--- src/rtl/lcd_refresh_sequencer_pkg.sv ---
// Shared definitions for the LCD refresh sequencer.
//  - HD44780 command bytes used during init and row addressing
//  - sequencer and strobe state encodings
//  - helpers that pick an init byte and a character out of a 128-bit row
package lcd_pkg;

    localparam logic [7:0] LCD_FUNC_SET = 8'h28;  // 4-bit bus, 2 lines, 5x8 font
    localparam logic [7:0] LCD_ENTRY    = 8'h06;  // increment cursor, no shift
    localparam logic [7:0] LCD_DISP_ON  = 8'h0C;  // display on, cursor off
    localparam logic [7:0] LCD_CLEAR    = 8'h01;  // clear display (slow command)
    localparam logic [7:0] LCD_ROW0     = 8'h80;  // DDRAM address 0x00
    localparam logic [7:0] LCD_ROW1     = 8'hC0;  // DDRAM address 0x40

    localparam int DELAY_W = 20;

    typedef enum logic [2:0] {
        PWRUP,
        INIT_N,
        INIT_B,
        IDLE,
        ADDR0,
        ROW0,
        ADDR1,
        ROW1
    } seq_state_t;

    typedef enum logic [2:0] {
        S_IDLE,
        S_SETUP,
        S_EHIGH,
        S_HOLD,
        S_DELAY
    } strobe_phase_t;

    function automatic logic [7:0] init_byte(input logic [1:0] idx);
        logic [7:0] b;
        case (idx)
            2'd0:    b = LCD_FUNC_SET;
            2'd1:    b = LCD_ENTRY;
            2'd2:    b = LCD_DISP_ON;
            default: b = LCD_CLEAR;
        endcase
        return b;
    endfunction

    // Column 0 sits in the top byte, so the byte offset is (15 - col),
    // which for a 4-bit column is simply ~col.
    function automatic logic [7:0] row_char(input logic [127:0] row, input logic [3:0] col);
        return row[{~col, 3'b000} +: 8];
    endfunction

endpackage

--- src/rtl/lcd_refresh_sequencer_if.sv ---
// Bundle between the row-buffer producer and the LCD pins.
//  master : the sequencer (reads rows/refresh_en, drives LCD pins and status)
//  slave  : the surrounding logic (drives rows/refresh_en, observes pins and status)
interface lcd_refresh_sequencer_if;
    logic [127:0] upper_row;
    logic [127:0] lower_row;
    logic         refresh_en;
    logic         lcd_e;
    logic         lcd_rs;
    logic         lcd_rw;
    logic [3:0]   nibble;
    logic         init_done;
    logic         frame_done;

    modport master (
        input  upper_row, lower_row, refresh_en,
        output lcd_e, lcd_rs, lcd_rw, nibble, init_done, frame_done
    );

    modport slave (
        output upper_row, lower_row, refresh_en,
        input  lcd_e, lcd_rs, lcd_rw, nibble, init_done, frame_done
    );
endinterface

--- src/rtl/lcd_refresh_sequencer_strobe.sv ---
// One LCD bus write: setup, enable-high, hold, then a programmable post delay.
// Ports:
//  clk, rst             clock, asynchronous active-high reset
//  go                   request a strobe (taken when idle or on the last delay cycle)
//  nib_in, rs_in        nibble and register select for the strobe
//  post_delay           cycles to wait after the hold phase
//  busy                 a strobe or its delay is in progress
//  done                 one-cycle pulse on the last post-delay cycle
//  lcd_e, lcd_rs, nibble  LCD pins
module lcd_strobe
    import lcd_pkg::*;
#(
    parameter int T_SETUP = 2,
    parameter int T_EHIGH = 12,
    parameter int T_HOLD  = 2
) (
    input  logic               clk,
    input  logic               rst,
    input  logic               go,
    input  logic [3:0]         nib_in,
    input  logic               rs_in,
    input  logic [DELAY_W-1:0] post_delay,
    output logic               busy,
    output logic               done,
    output logic               lcd_e,
    output logic               lcd_rs,
    output logic [3:0]         nibble
);

    localparam logic [DELAY_W-1:0] C_SETUP = DELAY_W'(T_SETUP - 1);
    localparam logic [DELAY_W-1:0] C_EHIGH = DELAY_W'(T_EHIGH - 1);
    localparam logic [DELAY_W-1:0] C_HOLD  = DELAY_W'(T_HOLD - 1);

    strobe_phase_t      phase_reg, phase_next;
    logic [DELAY_W-1:0] cnt_reg, cnt_next;
    logic [DELAY_W-1:0] delay_reg;
    logic [3:0]         nib_reg;
    logic               rs_reg;
    logic               accept;

    always_ff @(posedge clk or posedge rst) begin
        if (rst) begin
            phase_reg <= S_IDLE;
            cnt_reg   <= '0;
            delay_reg <= '0;
            nib_reg   <= 4'h0;
            rs_reg    <= 1'b0;
        end else begin
            phase_reg <= phase_next;
            cnt_reg   <= cnt_next;
            if (accept) begin
                nib_reg   <= nib_in;
                rs_reg    <= rs_in;
                delay_reg <= post_delay;
            end
        end
    end

    always_comb begin
        phase_next = phase_reg;
        cnt_next   = cnt_reg;
        done       = 1'b0;
        case (phase_reg)
            S_SETUP: begin
                if (cnt_reg == '0) begin
                    phase_next = S_EHIGH;
                    cnt_next   = C_EHIGH;
                end else begin
                    cnt_next = cnt_reg - 1'b1;
                end
            end
            S_EHIGH: begin
                if (cnt_reg == '0) begin
                    phase_next = S_HOLD;
                    cnt_next   = C_HOLD;
                end else begin
                    cnt_next = cnt_reg - 1'b1;
                end
            end
            S_HOLD: begin
                if (cnt_reg == '0) begin
                    phase_next = S_DELAY;
                    // a zero post delay still costs one cycle
                    cnt_next   = (delay_reg == '0) ? '0 : delay_reg - 1'b1;
                end else begin
                    cnt_next = cnt_reg - 1'b1;
                end
            end
            S_DELAY: begin
                if (cnt_reg == '0) begin
                    phase_next = S_IDLE;
                    done       = 1'b1;
                end else begin
                    cnt_next = cnt_reg - 1'b1;
                end
            end
            default: ;
        endcase
        // Taking the next request on the last delay cycle makes the gap
        // between strobes exactly the requested post delay.
        accept = go && ((phase_reg == S_IDLE) || done);
        if (accept) begin
            phase_next = S_SETUP;
            cnt_next   = C_SETUP;
        end
    end

    assign busy   = (phase_reg != S_IDLE);
    assign lcd_e  = (phase_reg == S_EHIGH);
    assign lcd_rs = rs_reg;
    assign nibble = nib_reg;

endmodule

--- src/rtl/lcd_refresh_sequencer.sv ---
// Power-up/init and continuous two-row refresh of a 16x2 HD44780 LCD on its 4-bit bus.
// Ports:
//  clk   system clock
//  rst   asynchronous active-high reset; restarts the full power-up sequence
//  bus   lcd_refresh_sequencer_if.master: rows, refresh_en in; LCD pins, init_done, frame_done out
// Each frame is taken from shadow copies of the rows latched in IDLE, so text
// changing at the inputs mid-frame only shows up in the following frame.
module lcd_refresh_sequencer
    import lcd_pkg::*;
#(
    parameter int T_POWERUP = 750000,
    parameter int T_INIT1   = 205000,
    parameter int T_INIT2   = 5000,
    parameter int T_NIB     = 50,
    parameter int T_CMD     = 2000,
    parameter int T_CLEAR   = 82000,
    parameter int T_SETUP   = 2,
    parameter int T_EHIGH   = 12,
    parameter int T_HOLD    = 2
) (
    input  logic                    clk,
    input  logic                    rst,
    lcd_refresh_sequencer_if.master bus
);

    localparam logic [DELAY_W-1:0] D_PWR_LAST = DELAY_W'(T_POWERUP - 1);
    localparam logic [DELAY_W-1:0] D_INIT1    = DELAY_W'(T_INIT1);
    localparam logic [DELAY_W-1:0] D_INIT2    = DELAY_W'(T_INIT2);
    localparam logic [DELAY_W-1:0] D_NIB      = DELAY_W'(T_NIB);
    localparam logic [DELAY_W-1:0] D_CMD      = DELAY_W'(T_CMD);
    localparam logic [DELAY_W-1:0] D_CLEAR    = DELAY_W'(T_CLEAR);

    seq_state_t         state_reg, state_next;
    logic [1:0]         idx_reg, idx_next;         // init nibble / init byte index
    logic [3:0]         col_reg, col_next;
    logic               nib_sel_reg, nib_sel_next; // 0 = high nibble, 1 = low nibble
    logic               drain_reg, drain_next;     // last byte issued, waiting for its delay
    logic [DELAY_W-1:0] pwr_cnt_reg, pwr_cnt_next;
    logic [127:0]       row0_reg, row0_next;
    logic [127:0]       row1_reg, row1_next;
    logic               init_done_reg, init_done_next;
    logic               frame_done_reg, frame_done_next;

    logic               go;
    logic [3:0]         go_nib;
    logic               go_rs;
    logic [DELAY_W-1:0] go_delay;
    logic [7:0]         cur_byte;
    logic               stb_busy, stb_done, stb_ready;

    lcd_strobe #(
        .T_SETUP (T_SETUP),
        .T_EHIGH (T_EHIGH),
        .T_HOLD  (T_HOLD)
    ) u_strobe (
        .clk        (clk),
        .rst        (rst),
        .go         (go),
        .nib_in     (go_nib),
        .rs_in      (go_rs),
        .post_delay (go_delay),
        .busy       (stb_busy),
        .done       (stb_done),
        .lcd_e      (bus.lcd_e),
        .lcd_rs     (bus.lcd_rs),
        .nibble     (bus.nibble)
    );

    // A request is taken exactly when the strobe can accept it, so the
    // sequencer advances to the next nibble on acceptance, not on completion.
    assign stb_ready = !stb_busy || stb_done;

    always_ff @(posedge clk or posedge rst) begin
        if (rst) begin
            state_reg      <= PWRUP;
            idx_reg        <= 2'd0;
            col_reg        <= 4'd0;
            nib_sel_reg    <= 1'b0;
            drain_reg      <= 1'b0;
            pwr_cnt_reg    <= '0;
            row0_reg       <= '0;
            row1_reg       <= '0;
            init_done_reg  <= 1'b0;
            frame_done_reg <= 1'b0;
        end else begin
            state_reg      <= state_next;
            idx_reg        <= idx_next;
            col_reg        <= col_next;
            nib_sel_reg    <= nib_sel_next;
            drain_reg      <= drain_next;
            pwr_cnt_reg    <= pwr_cnt_next;
            row0_reg       <= row0_next;
            row1_reg       <= row1_next;
            init_done_reg  <= init_done_next;
            frame_done_reg <= frame_done_next;
        end
    end

    always_comb begin
        state_next      = state_reg;
        idx_next        = idx_reg;
        col_next        = col_reg;
        nib_sel_next    = nib_sel_reg;
        drain_next      = drain_reg;
        pwr_cnt_next    = pwr_cnt_reg;
        row0_next       = row0_reg;
        row1_next       = row1_reg;
        init_done_next  = init_done_reg;
        frame_done_next = 1'b0;

        case (state_reg)
            INIT_B:  cur_byte = init_byte(idx_reg);
            ADDR0:   cur_byte = LCD_ROW0;
            ROW0:    cur_byte = row_char(row0_reg, col_reg);
            ADDR1:   cur_byte = LCD_ROW1;
            ROW1:    cur_byte = row_char(row1_reg, col_reg);
            default: cur_byte = 8'h00;
        endcase

        go       = 1'b0;
        go_rs    = (state_reg == ROW0) || (state_reg == ROW1);
        go_nib   = nib_sel_reg ? cur_byte[3:0] : cur_byte[7:4];
        go_delay = nib_sel_reg ? ((cur_byte == LCD_CLEAR) ? D_CLEAR : D_CMD) : D_NIB;

        case (state_reg)
            PWRUP: begin
                if (pwr_cnt_reg == D_PWR_LAST) begin
                    pwr_cnt_next = '0;
                    state_next   = INIT_N;
                end else begin
                    pwr_cnt_next = pwr_cnt_reg + 1'b1;
                end
            end
            INIT_N: begin
                // wake-up nibbles 3,3,3 then 2 switches the controller to 4-bit mode
                go       = 1'b1;
                go_nib   = (idx_reg == 2'd3) ? 4'h2 : 4'h3;
                go_delay = (idx_reg == 2'd0) ? D_INIT1 : D_INIT2;
                if (stb_ready) begin
                    if (idx_reg == 2'd3) begin
                        idx_next     = 2'd0;
                        nib_sel_next = 1'b0;
                        state_next   = INIT_B;
                    end else begin
                        idx_next = idx_reg + 1'b1;
                    end
                end
            end
            IDLE: begin
                if (bus.refresh_en) begin
                    row0_next  = bus.upper_row;
                    row1_next  = bus.lower_row;
                    col_next   = 4'd0;
                    state_next = ADDR0;
                end
            end
            default: begin
                if (drain_reg) begin
                    // the final byte of init or of a frame has been handed over;
                    // report completion only once its post delay has elapsed
                    if (stb_ready) begin
                        drain_next = 1'b0;
                        state_next = IDLE;
                        if (state_reg == INIT_B) begin
                            init_done_next = 1'b1;
                            idx_next       = 2'd0;
                        end else begin
                            frame_done_next = 1'b1;
                        end
                    end
                end else begin
                    go = 1'b1;
                    if (stb_ready) begin
                        if (!nib_sel_reg) begin
                            nib_sel_next = 1'b1;
                        end else begin
                            nib_sel_next = 1'b0;
                            case (state_reg)
                                INIT_B: begin
                                    if (idx_reg == 2'd3) drain_next = 1'b1;
                                    else                 idx_next   = idx_reg + 1'b1;
                                end
                                ADDR0: begin
                                    col_next   = 4'd0;
                                    state_next = ROW0;
                                end
                                ROW0: begin
                                    col_next = col_reg + 1'b1;
                                    if (col_reg == 4'd15) state_next = ADDR1;
                                end
                                ADDR1: begin
                                    col_next   = 4'd0;
                                    state_next = ROW1;
                                end
                                ROW1: begin
                                    col_next = col_reg + 1'b1;
                                    if (col_reg == 4'd15) drain_next = 1'b1;
                                end
                                default: ;
                            endcase
                        end
                    end
                end
            end
        endcase
    end

    assign bus.lcd_rw     = 1'b0;
    assign bus.init_done  = init_done_reg;
    assign bus.frame_done = frame_done_reg;

endmodule

--- src/flat_wrapper.sv ---
// flat-port wrapper written by rule: the top's interface ports become plain ports
module lcd_refresh_sequencer_flat import lcd_pkg::*;
#(
    parameter int T_POWERUP = 750000,
    parameter int T_INIT1   = 205000,
    parameter int T_INIT2   = 5000,
    parameter int T_NIB     = 50,
    parameter int T_CMD     = 2000,
    parameter int T_CLEAR   = 82000,
    parameter int T_SETUP   = 2,
    parameter int T_EHIGH   = 12,
    parameter int T_HOLD    = 2
)
  (clk, rst, bus_upper_row, bus_lower_row, bus_refresh_en, bus_lcd_e, bus_lcd_rs, bus_lcd_rw, bus_nibble, bus_init_done, bus_frame_done);
  lcd_refresh_sequencer_if bus_i ();
  input  logic clk;
  input  logic rst;
  input wire logic [$bits(bus_i.upper_row)-1:0] bus_upper_row;
  input wire logic [$bits(bus_i.lower_row)-1:0] bus_lower_row;
  input wire logic [$bits(bus_i.refresh_en)-1:0] bus_refresh_en;
  output wire logic [$bits(bus_i.lcd_e)-1:0] bus_lcd_e;
  output wire logic [$bits(bus_i.lcd_rs)-1:0] bus_lcd_rs;
  output wire logic [$bits(bus_i.lcd_rw)-1:0] bus_lcd_rw;
  output wire logic [$bits(bus_i.nibble)-1:0] bus_nibble;
  output wire logic [$bits(bus_i.init_done)-1:0] bus_init_done;
  output wire logic [$bits(bus_i.frame_done)-1:0] bus_frame_done;
  assign bus_i.upper_row = bus_upper_row;
  assign bus_i.lower_row = bus_lower_row;
  assign bus_i.refresh_en = bus_refresh_en;
  assign bus_lcd_e = bus_i.lcd_e;
  assign bus_lcd_rs = bus_i.lcd_rs;
  assign bus_lcd_rw = bus_i.lcd_rw;
  assign bus_nibble = bus_i.nibble;
  assign bus_init_done = bus_i.init_done;
  assign bus_frame_done = bus_i.frame_done;
  lcd_refresh_sequencer #(.T_POWERUP(T_POWERUP), .T_INIT1(T_INIT1), .T_INIT2(T_INIT2), .T_NIB(T_NIB), .T_CMD(T_CMD), .T_CLEAR(T_CLEAR), .T_SETUP(T_SETUP), .T_EHIGH(T_EHIGH), .T_HOLD(T_HOLD)) u_core (.clk(clk), .rst(rst), .bus(bus_i));
endmodule
--- config.mk ---
export PLATFORM = sky130hd
export DESIGN_NAME = lcd_refresh_sequencer_flat
export DESIGN_NICKNAME = d
export VERILOG_FILES = /design/src/rtl/lcd_refresh_sequencer_pkg.sv /design/src/rtl/lcd_refresh_sequencer_if.sv /design/src/rtl/lcd_refresh_sequencer_strobe.sv /design/src/rtl/lcd_refresh_sequencer.sv /design/src/flat_wrapper.sv
export SDC_FILE = /design/constraint.sdc
export NUM_CORES = 1
export LEC_CHECK = 0
export ABC_CLOCK_PERIOD_IN_PS = 18990
export CAP_MARGIN = 40
export CORE_UTILIZATION = 58
export CTS_BUF_LIST = sky130_fd_sc_hd__clkbuf_4 sky130_fd_sc_hd__clkbuf_8 sky130_fd_sc_hd__clkbuf_16
export DETAILED_ROUTE_END_ITERATION = 10
export PLACE_DENSITY = 0.86
export SLEW_MARGIN = 15
export SYNTH_ARGS = -nofsm -noshare
export SYNTH_HDL_FRONTEND = slang
export SYNTH_SLANG_ARGS = --single-unit
--- constraint.sdc ---
create_clock -name clk -period 18.99 [get_ports clk]
set_input_delay 2.8485 -clock clk [delete_from_list [all_inputs] [get_ports clk]]
set_output_delay 2.8485 -clock clk [all_outputs]
set_load 0.01 [all_outputs]
# After elaboration in Yosys (flattened, before gate mapping)
# Index checks and enable logic that the tools add are counted.
[totals]
reg_bits = 337
input_bits = 259
out_inout_bits = 9
elab_cells = 161
[classes]
add_sub_neg = 5
eq_ne = 32
shift = 2
mux = 71
bitwise = 4
n_reduce_logical = 32
[ops]
columns = ["op", "n"]
rows = [
  ["128-bit by 8-bit variable part select with 8-bit output", 2],
  ["20-bit 2-to-1 mux", 9],
  ["20-bit case mux with 4 select lines", 1],
  ["3-bit 2-to-1 mux", 14],
  ["20-bit zero test", 2],
  ["8-bit case mux with 5 select lines", 1],
  ["20-bit by 1-bit subtractor with 20-bit output, second input constant", 2],
  ["4-bit 2-to-1 mux", 6],
  ["20-bit by 1-bit adder with 20-bit output, second input constant", 1],
  ["20-bit == test, second input constant", 1],
  ["1-bit 2-to-1 mux", 19],
  ["18-bit 2-to-1 mux", 1],
  ["2-bit 2-to-1 mux", 9],
  ["3-bit != test, second input constant", 6],
  ["3-bit case mux with 3 select lines", 2],
  ["6-bit case mux with 3 select lines", 1],
  ["17-bit 2-to-1 mux", 1],
  ["4-bit case mux with 2 select lines", 2],
  ["3-bit == test, second input constant", 5],
  ["3-bit by 2-bit == test with 1-bit output, second input constant", 4],
  ["3-bit case mux with 4 select lines", 1],
  ["6-bit AND reduction", 2],
  ["3-bit nonzero test", 4],
  ["5-bit nonzero test", 2],
  ["29 further kinds", 48],
]

# Logic depth before layout (Yosys ltp)
# Gate-level depths: netlist of the first run.
[depth]
ltp_word = 7
mapped_depth = 12
mapped_depth_nobuf = 9

# Cells and area by module
# A second synthesis of the first run with hierarchy kept.
[unflattened]
hier_cells = 1892
area_unflattened_um2 = 17164.0
[by_module_without_submodules]
columns = ["module", "n_inst", "cells_per_inst", "area_each_um2", "seq_area_each_um2"]
rows = [
  ["lcd_refresh_sequencer", 1, 1544, 13954.6, 7231.9],
  ["lcd_strobe", 1, 348, 3209.3, 1201.2],
]

# Worst setup path after synthesis of the first run
# No wires, ideal clock.
[synth_timing]
kind = "input port to flip-flop"
start = "input bus_refresh_en"
end = "register u_core.row0_reg[100]"
setup_ns = 0.125
arrival_ns = 4.240
required_ns = 18.865
setup_slack_ns = 14.625
path_stages = 5
path_buffers = 3
path_cell_list = "and3_1 -> clkbuf_1 -> clkbuf_1 -> clkbuf_1 -> mux2_2"
[synth_between]
elab_chain_cells = 1
[synth_rtl]
columns = ["element", "line_no", "text"]
rows = [
  ["from (decl)", "flat_wrapper.sv:20", "input wire logic [$bits(bus_i.refresh_en)-1:0] bus_refresh_en;"],
  ["2-bit AND reduction (no line)", "--", ""],
  ["to (signal assigned)", "lcd_refresh_sequencer.sv:92", "row0_reg <= row0_next;"],
  ["to (decl)", "lcd_refresh_sequencer.sv:39", "logic [127:0] row0_reg, row0_next;"],
]
# No other way between the ends.
# A chain may end at the register's enable or synchronous reset.

# Worst setup path after layout of the first run
[layout_timing]
start = "input bus_refresh_en"
end = "register u_core.row1_reg[1]"
[layout_between]
elab_chain_cells = 1
[layout_rtl]
columns = ["element", "line_no", "text"]
rows = [
  ["2-bit AND reduction (no line)", "--", ""],
  ["to (signal assigned)", "lcd_refresh_sequencer.sv:93", "row1_reg <= row1_next;"],
  ["to (decl)", "lcd_refresh_sequencer.sv:40", "logic [127:0] row1_reg, row1_next;"],
]
# No other way between the ends.

==> impl_metrics.env, run 1 <==
export IMPL_crit_chain="clkdlybuf4s50_1 -> and3_4 -> buf_4 -> buf_4 -> mux2_2"
export IMPL_synth_area_um2=15830
export IMPL_cp_max_fo=65
export IMPL_grt_usage_pct=30.50
export IMPL_power_density_nw_per_um2=73.62
export IMPL_first_global_vias=11840
export IMPL_min_period_over_period_pct=29.04
export IMPL_period_needed_ns=5.515
export IMPL_grt_max_degree=85
export IMPL_syn_inst=1213
export IMPL_fill_cells=1725
export IMPL_yosysSeqAreaShare_pct=51.85
export IMPL_gp_congestion=0.9242
export IMPL_hold_path_class="flop to flop"
export IMPL_setup_tns_ns=0
export IMPL_fin_hold_ws_ns=0.4829
export IMPL_die_w_um=167.2
export IMPL_max_freq_mhz=181.3
export IMPL_ctsHtreeMaxLevel=2
export IMPL_first_pass_iters=5
export IMPL_finClkSkew_ns=0.01315
export IMPL_cts_buffer_depth=3
export IMPL_tritoncts="done"
export IMPL_antenna_found_initial=3
export IMPL_vias_per_cell=6.102
export IMPL_cp_end_kind="flop"
export IMPL_slew_viol_final=0
export IMPL_setup_ws_ns=13.47
export IMPL_drive_gt1_share_pct=28.34
export IMPL_syn2layout_area_growth_pct=26.20
export IMPL_rsz0062_at_grt="no"
export IMPL_crit_required_ns=19.39
export IMPL_die_area_um2=27960
export IMPL_final_cell_mix="dfrtp_1 (328), clkdlybuf4s50_1 (266), mux2_2 (257)"
export IMPL_peakVddDrop_mv=0.07070
export IMPL_synth_area_per_cell_um2=13.05
export IMPL_drc=0
export IMPL_clk_latency_ns=0.52
export IMPL_num_vias=11140
export IMPL_cpPeakStageDelay_ns=0.76
export IMPL_die_h_um=167.2
export IMPL_portBuffers=266
export IMPL_crit_slowest_cell="buf_4"
export IMPL_dp_final_hpwl_mm=29.51
export IMPL_io_pins=268
export IMPL_clkSlewWorstSetupHoldPaths_ns=0.06
export IMPL_p_leak_nw=9.176
export IMPL_ys_seq_elements=328
export IMPL_cts_inserted_buffers=37
export IMPL_synth_fp_nets=1483
export IMPL_synth_cell_type_count=68
export IMPL_max_slew_margin_pct=45.74
export IMPL_ys_warn_count=0
export IMPL_clock_sinks=328
export IMPL_core_um2=26880
export IMPL_crit_path_start_kind="input pin"
export IMPL_cts_hold_buf=0
export IMPL_grt_overflow=0
export IMPL_worst_setup_path_type="input pin to flop"
export IMPL_worst_slew_pin_slew_ns=0.8139
export IMPL_place_ws_ns=12.98
export IMPL_cts_resized_gates=0
export IMPL_post_cts_setup_buffers=0
export IMPL_cts_root_buf="clkbuf_16"
export IMPL_wl_per_cell_um=22.73
export IMPL_final_common_cell="dfrtp_1"
export IMPL_cpMostUsedCell="buf_4"
export IMPL_wl_mm=41.50
export IMPL_async_flop_share_pct=100.0
export IMPL_synth_ff_type="dfrtp_1"
export IMPL_rows=60
export IMPL_setup_viol=0
export IMPL_fin_nets=1727
export IMPL_synth_edf_count=0
export IMPL_drtAntennaViolNets=0
export IMPL_cp_data_arrival_time_ns=5.91
export IMPL_maxCapViolCount=0
export IMPL_start_util_pct=58.90
export IMPL_outcome="complete, no violations"
export IMPL_grt_pass1_wl_mm=65.55
export IMPL_hold_viol_final=0
export IMPL_drt_iter0_markers=784
## where the power goes
group | total, mW | switching [mW] | leakage [nW] | internal [mW]
Sequential | 0.699 | 0 | 4.53 | 0.699
Combinational | 0.0719 | 0.0231 | 4.04 | 0.0488
Clock | 0.700 | 0.277 | 0.604 | 0.423
Total | 1.47 | 0.300 | 9.18 | 1.17
## Yosys cell counts (3+ instances only)
library cell  number  area [µm²]
mux2i_1            7       70.07
or2_2              4       25.02
mux4_2            64        1441
nand3_1           21       105.1
nor4_1             4       25.02
buf_6              7       78.83
nand2b_1           5       31.28
buf_4              5       37.54
a22oi_1           20       150.1
ha_1              11       137.6
a21o_1             6       45.04
nor2_1            61       229.0
a22o_1             7       61.31
and2_1             4       25.02
inv_1             16       60.06
nor2b_1            9       56.30
clkbuf_1          53       198.9
nor3_1            21       105.1
o31ai_1            4       30.03
o21a_1             3       22.52
a21oi_1           30       150.1
o22ai_1            4       25.02
nand2_1           72       270.3
xor2_1            12       105.1
and3_1             8       50.05
mux2_2           257        2894
or4_1              3       22.52
or3_1              9       56.30
dfrtp_1          328        8208
xnor2_1           10       87.58
a211oi_1           7       52.55
o21ai_0           69       345.3
buf_2             10       50.05
nand4_1           11       68.82
a221o_1            4       40.04
a31oi_1            5       31.28
## area by class of cell
class,count,area (µm²),share of cell area [%]
clock inverter,11,118.9,0.5950
antenna,3,7.507,0.03758
tap,341,426.7,2.136
sequential,328,8208,41.08
timing repair buffer,282,2875,14.39
inverter,17,73.82,0.3695
multi-input combinational,791,7191,35.99
clock buffer,53,1077,5.392
## metrics by stage
stage	cells	power (mW)	utilization (%)	area [µm²]
6_report	1826	1.471	74.33	19980
5_1_grt	1826	1.514	74.33	19980
4_1_cts	1821	1.481	74.13	19920
3_5_place_dp	1757	0.7828	69.68	18730
3_3_place_gp	1753	0.7803	69.34	18640
2_1_floorplan	1213	0.7229	-	15830
## kinds of logic after synthesis
kind of cell             count (synthesis)  synth area share (%)
AO/OA/AOI/OAI                          180                 7.359
XOR/XNOR                                22                 1.217
adder cells (fa/ha/maj)                 11                0.8694
buffers and inverters                   94                 2.759
flip-flops                             328                 51.85
multiplexers                           330                 28.16
other                                    1               0.02369
AND/OR/NAND/NOR                        247                 7.762
## worst max-delay path: cells and delay by family
kind / cells / cell delay (ns)
buffers and inverters: 3 / 1.96
multiplexers: 1 / 0.41
AND/OR/NAND/NOR: 1 / 0.59
## layer usage
metal	vias to the layer above	routed length, µm	global-route usage (%)
li1	4981	-	-
met3	116	3042	7.823
met1	5622	15700	37.29
met5	-	0	0
met2	423	20650	50.94
met4	0	2114	14.40
## worst paths after layout
| kind | slack (ns) | startpoint | endpoint | cells past startpoint |
|---|---|---|---|---|
| max | 13.47 | bus_refresh_en | u_core.row1_reg[1] | 5 |
| min | 0.48 | u_core.u_strobe.lcd_rs | u_core.u_strobe.lcd_rs | 2 |
| max reg2reg | 14.86 | u_core.col_reg[0] | u_core.u_strobe.delay_reg[7] | 7 |
| min reg2reg | 0.48 | u_core.u_strobe.lcd_rs | u_core.u_strobe.lcd_rs | 2 |
| max in group asynchronous | 14.30 | rst | u_core.row0_reg[62] | 7 |
| min in group asynchronous | 2.72 | rst | u_core.row1_reg[110] | 2 |
Note: power is estimated with default switching activity, not from simulation.
==> run 2: changes to the inputs <==
Settings changed: ABC_CLOCK_PERIOD_IN_PS 18990 to 4500, CORE_UTILIZATION 58 to 49, PLACE_DENSITY 0.86 to 0.78.
Clock period 18.99 ns to 4.5 ns, I/O delays scaled along.
==> run 2 against run 1 <==
- clock skew increased by 0.0082 ns
- sequential cell count unchanged
- non-clock buffer count increased by 9
- critical path type is now flop to flop
==> impl_metrics.env, run 2 (synthesis results as in run 1) <==
export IMPL_tritoncts="done"
export IMPL_final_common_cell="dfrtp_1"
export IMPL_wl_mm=42.56
export IMPL_vias_per_cell=5.891
export IMPL_final_core_util_pct=63.68
export IMPL_die_h_um=181.7
export IMPL_rsz0062_at_grt="no"
export IMPL_fin_nets=1735
export IMPL_fin_hold_ws_ns=0.4740
export IMPL_seq_power_share_pct=46.6
export IMPL_core_um2=31640
export IMPL_gp_congestion=0.9168
export IMPL_cp_max_fo=24
export IMPL_swShare_pct=20.58
export IMPL_drc=0
export IMPL_cts_buffer_depth=3
export IMPL_hold_path_class="input pin to asynchronous set/reset pin"
export IMPL_start_util_pct=50.04
export IMPL_io_pins=268
export IMPL_p_int_mw=5.031
export IMPL_setup_viol=0
export IMPL_min_period_over_period_pct=77.06
export IMPL_rows=65
export IMPL_first_pass_iters=6
export IMPL_slew_viol_final=0
export IMPL_grt_overflow=0
export IMPL_cp_end_kind="flop"
export IMPL_cts_inserted_buffers=36
export IMPL_max_slew_margin_pct=40.13
export IMPL_cts_resized_gates=0
export IMPL_drive_gt1_share_pct=28.72
export IMPL_crit_path_start_kind="flop"
export IMPL_grt_pass1_wl_mm=66.74
export IMPL_clk_latency_ns=0.53
export IMPL_drtAntennaViolNets=0
export IMPL_max_freq_mhz=288.4
export IMPL_maxCapViolCount=0
export IMPL_clock_sinks=328
export IMPL_combPwrFrac_pct=5.0
export IMPL_grt_max_degree=92
export IMPL_first_global_vias=11430
export IMPL_grt_usage_pct=26.37
export IMPL_clkPwrFrac_pct=48.4
export IMPL_num_vias=11150
export IMPL_portBuffers=266
export IMPL_p_switching_mw=1.303
export IMPL_outcome="complete, no violations"
export IMPL_antenna_found_initial=1
export IMPL_final_cell_mix="dfrtp_1 (328), clkdlybuf4s50_1 (266), mux2_2 (257)"
export IMPL_hold_viol_final=0
export IMPL_die_area_um2=33030
export IMPL_period_needed_ns=3.468
export IMPL_cts_hold_buf=0
export IMPL_finClkSkew_ns=0.02138
export IMPL_clkSlewWorstSetupHoldPaths_ns=0.06
export IMPL_power_density_nw_per_um2=314.4
export IMPL_worst_slew_pin_slew_ns=0.8912
export IMPL_cts_root_buf="clkbuf_16"
export IMPL_cp_data_arrival_time_ns=3.84
export IMPL_post_cts_setup_buffers=0
export IMPL_wl_per_cell_um=22.50
export IMPL_p_leak_nw=9.227
export IMPL_crit_required_ns=4.87
export IMPL_worst_setup_path_type="flop to flop"
export IMPL_drt_iter0_markers=885
export IMPL_die_w_um=181.7
export IMPL_peakVddDrop_mv=0.2770
export IMPL_antennaDiodeCount=0
export IMPL_dp_final_hpwl_mm=31.57
export IMPL_syn2layout_area_growth_pct=27.27
export IMPL_ctsHtreeMaxLevel=2
run 2: metal layers:
metal | wire length [µm] | GRT usage (%) | part of all wire [%] | up-vias
met5 | 13 | 0 | 0.031 | -
met4 | 1040 | 6.983 | 2.4 | 2
met3 | 2718 | 5.455 | 6.4 | 75
met2 | 21920 | 45.15 | 52 | 395
met1 | 16870 | 34.13 | 40 | 5685
li1 | - | - | - | 4989
run 2: critical path, stage by stage, from the launching register on:
cell and delay, ns:
dfrtp_1 0.56, inv_4 0.43, buf_4 0.36, mux4_2 0.53, mux2i_1 0.34, mux4_2 0.32
nor2_1 0.04, nand3b_1 0.20, nor4_4 0.36, o21ai_0 0.16
run 2: area by class of cell:
class                   instances  area (µm²)
clock buffers                  50        1056
clock inverters                13       183.9
fillers                      2339       11490
inverters                      17       70.07
multi-input cells             791        7191
flip-flops and latches        328        8208
well taps                     402       503.0
repair buffers                291        2935
run 2: worst paths after layout:
kind	startpoint	end	slack, ns	cells past startpoint
hold reg to reg	u_core.u_strobe.nibble[0]	u_core.u_strobe.nibble[0]	0.48	2
min in group clk	u_core.u_strobe.nibble[0]	u_core.u_strobe.nibble[0]	0.48	2
hold / removal	rst	u_core.row0_reg[118]	0.47	2
max in group asynchronous	rst	u_core.row0_reg[55]	3.10	4
setup / recovery	u_core.col_reg[0]	u_core.u_strobe.delay_reg[10]	1.03	9
setup reg to reg	u_core.col_reg[0]	u_core.u_strobe.delay_reg[10]	1.03	9
run 2: through the flow:
step                cell area, µm²  setup TNS (ns)  std cells  setup slack (ns)  total power [mW]
floorplan                    15830         -181.61       1213           -0.5537             3.051
global placement             18880               0       1827             1.077             3.322
detailed placement           18910               0       1829            0.9953             3.326
CTS                          20150               0       1892            0.9751             6.388
global route                 20150               0       1892            0.7751             6.526
finish                       20150               0       1892             1.032             6.334
run 2: power groups by stage:
stage | Clock (mW) | Combinational, mW | Sequential (mW)
6_report | 3.07 | 0.319 | 2.95
5_1_grt | 3.24 | 0.341 | 2.95
4_1_cts | 3.11 | 0.324 | 2.95
3_5_place_dp | 0 | 0.322 | 3.00
3_3_place_gp | 0 | 0.319 | 3.00
2_1_floorplan | 0 | 0.0459 | 3.01
==> run 3: changes to the inputs <==
Settings changed: ABC_CLOCK_PERIOD_IN_PS 4500 to 3000.
Clock period 4.5 ns to 3 ns, I/O delays scaled along.
==> run 3 against run 2 <==
- combinational power is 46% higher
- via count is 1.5% higher
- hold slack worse by 0.089 ns
- clock-buffer cell count is 4 higher
- largest cell class unchanged
- first-iteration DRC count is 16% higher
- worst setup slack worse by 0.93 ns
- die area stayed put
- total power is 50% higher
- clock power is 51% higher
- final cell count is 2.5% higher
- clock skew is 0.010 ns higher
- sequential cell count stayed put
==> impl_metrics.env, run 3 (synthesis results as in run 1) <==
export IMPL_vias_per_cell=5.835
export IMPL_min_period_over_period_pct=96.60
export IMPL_hold_viol_final=0
export IMPL_worst_slew_pin_slew_ns=0.7318
export IMPL_drc=0
export IMPL_seq_power_share_pct=46.4
export IMPL_crit_path_end="u_core.u_strobe.delay_reg[16]"
export IMPL_final_cell_mix="dfrtp_1 (328), clkdlybuf4s50_1 (266), mux2_2 (257)"
export IMPL_die_w_um=181.7
export IMPL_start_util_pct=50.04
export IMPL_fill_cells=2259
export IMPL_core_um2=31640
export IMPL_dp_cells=1867
export IMPL_drive_gt1_share_pct=31.10
export IMPL_power_density_nw_per_um2=462.3
export IMPL_clock_sinks=328
export IMPL_cp_data_arrival_time_ns=3.30
export IMPL_reg2reg_to="u_core.u_strobe.delay_reg[16]"
export IMPL_antenna_found_initial=4
export IMPL_grt_usage_pct=27.14
export IMPL_die_h_um=181.7
export IMPL_rows=65
export IMPL_crit_path_start_kind="flop"
export IMPL_crit_path_start="u_core.state_reg[0]"
export IMPL_crit_slowest_cell="mux4_2"
export IMPL_period_needed_ns=2.898
export IMPL_gp_congestion=0.9286
export IMPL_cpPeakStageDelay_ns=0.51
export IMPL_worst_setup_path_type="flop to flop"
export IMPL_swShare_pct=20.81
export IMPL_final_common_cell="dfrtp_1"
export IMPL_drtAntennaViolNets=0
export IMPL_finClkSkew_ns=0.03138
export IMPL_fin_cells=1939
export IMPL_cts_inserted_buffers=36
export IMPL_grt_pass1_wl_mm=68.86
export IMPL_first_pass_iters=5
export IMPL_r2r_start="u_core.state_reg[0]"
export IMPL_combPwrFrac_pct=4.9
export IMPL_dp_final_hpwl_mm=32.55
export IMPL_hold_path_class="input pin to asynchronous set/reset pin"
export IMPL_wl_per_cell_um=22.45
export IMPL_outcome="complete, no violations"
export IMPL_clk_latency_ns=0.54
export IMPL_tritoncts="done"
export IMPL_maxCapViolCount=0
export IMPL_clkSlewWorstSetupHoldPaths_ns=0.07
export IMPL_clkPwrFrac_pct=48.7
export IMPL_setup_viol=0
export IMPL_p_switching_mw=1.984
export IMPL_num_vias=11310
export IMPL_p_int_mw=7.549
export IMPL_cts_buffer_depth=3
export IMPL_peakVddDrop_mv=0.3453
export IMPL_grt_overflow=0
export IMPL_grt_max_degree=101
export IMPL_ctsHtreeMaxLevel=2
export IMPL_cts_root_buf="clkbuf_16"
export IMPL_total_power_mw=9.533
export IMPL_portBuffers=266
export IMPL_slew_viol_final=0
export IMPL_final_core_util_pct=65.18
export IMPL_io_pins=268
export IMPL_max_freq_mhz=345.1
export IMPL_ff2ff_path_depth=11
export IMPL_crit_chain="buf_6 -> and3_4 -> buf_4 -> mux4_2 -> mux2i_1 -> mux4_2 -> nor2_1 -> nand3b_1 -> nor4_4 -> buf_4 -> a221o_1"
export IMPL_drt_iter0_markers=1024
export IMPL_die_area_um2=33030
export IMPL_cp_end_kind="flop"
export IMPL_reg2reg_setup_slack_ns=0.10
export IMPL_fin_nets=1780
export IMPL_cts_hold_buf=0
export IMPL_rsz0062_at_grt="no"
export IMPL_max_slew_margin_pct=51.11
export IMPL_antennaDiodeCount=0
export IMPL_p_leak_nw=9.498
export IMPL_syn2layout_area_growth_pct=30.26
export IMPL_wl_mm=43.54
export IMPL_first_global_vias=12010
export IMPL_crit_required_ns=3.40
export IMPL_cp_max_fo=19
-- run 3: worst min-delay path by stage --
stage / slack, ns / endpoint / start / depth (start not counted)
finish: 0.38 / u_core.row0_reg[101] / rst / 2
global route: 0.41 / u_core.row0_reg[101] / rst / 2
CTS: 0.39 / u_core.row0_reg[101] / rst / 2
detailed placement: 0.46 / u_core.u_strobe.cnt_reg[11] / u_core.u_strobe.cnt_reg[11] / 2
global placement: 0.45 / u_core.u_strobe.cnt_reg[19] / u_core.u_strobe.cnt_reg[19] / 2
floorplan: 0.43 / u_core.u_strobe.cnt_reg[11] / u_core.u_strobe.cnt_reg[11] / 2
-- run 3: cell type report --
type	count	area, µm²	area share (%)
clock buffer	54	1097	5.321
inverter	17	72.57	0.3519
sequential	328	8208	39.80
tap	402	503.0	2.439
multi-input combinational	791	7213	34.98
timing repair buffer	336	3367	16.33
clock inverter	11	160.2	0.7767
-- run 3: worst max-delay path: cells and delay by family, from the launching register on --
family / cells / cell delay, ns
AOI/OAI and AO/OA: 1 / 0.31
buffers and inverters: 3 / 0.58
DFF: 1 / 0.40
muxes: 3 / 0.87
and+or+nand+nor: 4 / 0.58
-- run 3: per-layer routing --
metal	vias up	global-route usage (%)	share of wire [%]
met5	-	0	0.085
met4	6	8.746	2.9
met3	96	6.478	6.9
met2	432	46.63	51
met1	5671	33.81	39
li1	5109	-	-
-- run 3: power groups by stage --
| stage | registers [mW] | logic, mW | clock network, mW |
|---|---|---|---|
| floorplan | 4.51 | 0.0689 | 0 |
| detailed placement | 4.50 | 0.472 | 0 |
| CTS | 4.42 | 0.474 | 4.71 |
| global route | 4.42 | 0.501 | 4.89 |
| finish | 4.42 | 0.466 | 4.64 |
| global placement | 4.50 | 0.467 | 0 |
-- run 3: repair_timing --
action | in CTS | in global routing
buffers inserted | 0 | 7
gates resized for setup | 0 | 6
endpoints found under the setup margin | 0 | 14
-- run 3: through the flow --
step           setup TNS [ns]  hold WS (ns)  area, µm²  setup slack [ns]
2_1_floorplan         -599.81        0.4319      15830            -1.829
3_3_place_gp                0        0.4528      19270            0.1420
3_5_place_dp                0        0.4602      19270           0.06584
4_1_cts                     0        0.3899      20530           0.02819
5_1_grt                     0        0.4143      20620          0.003708
6_report                    0        0.3846      20620            0.1019
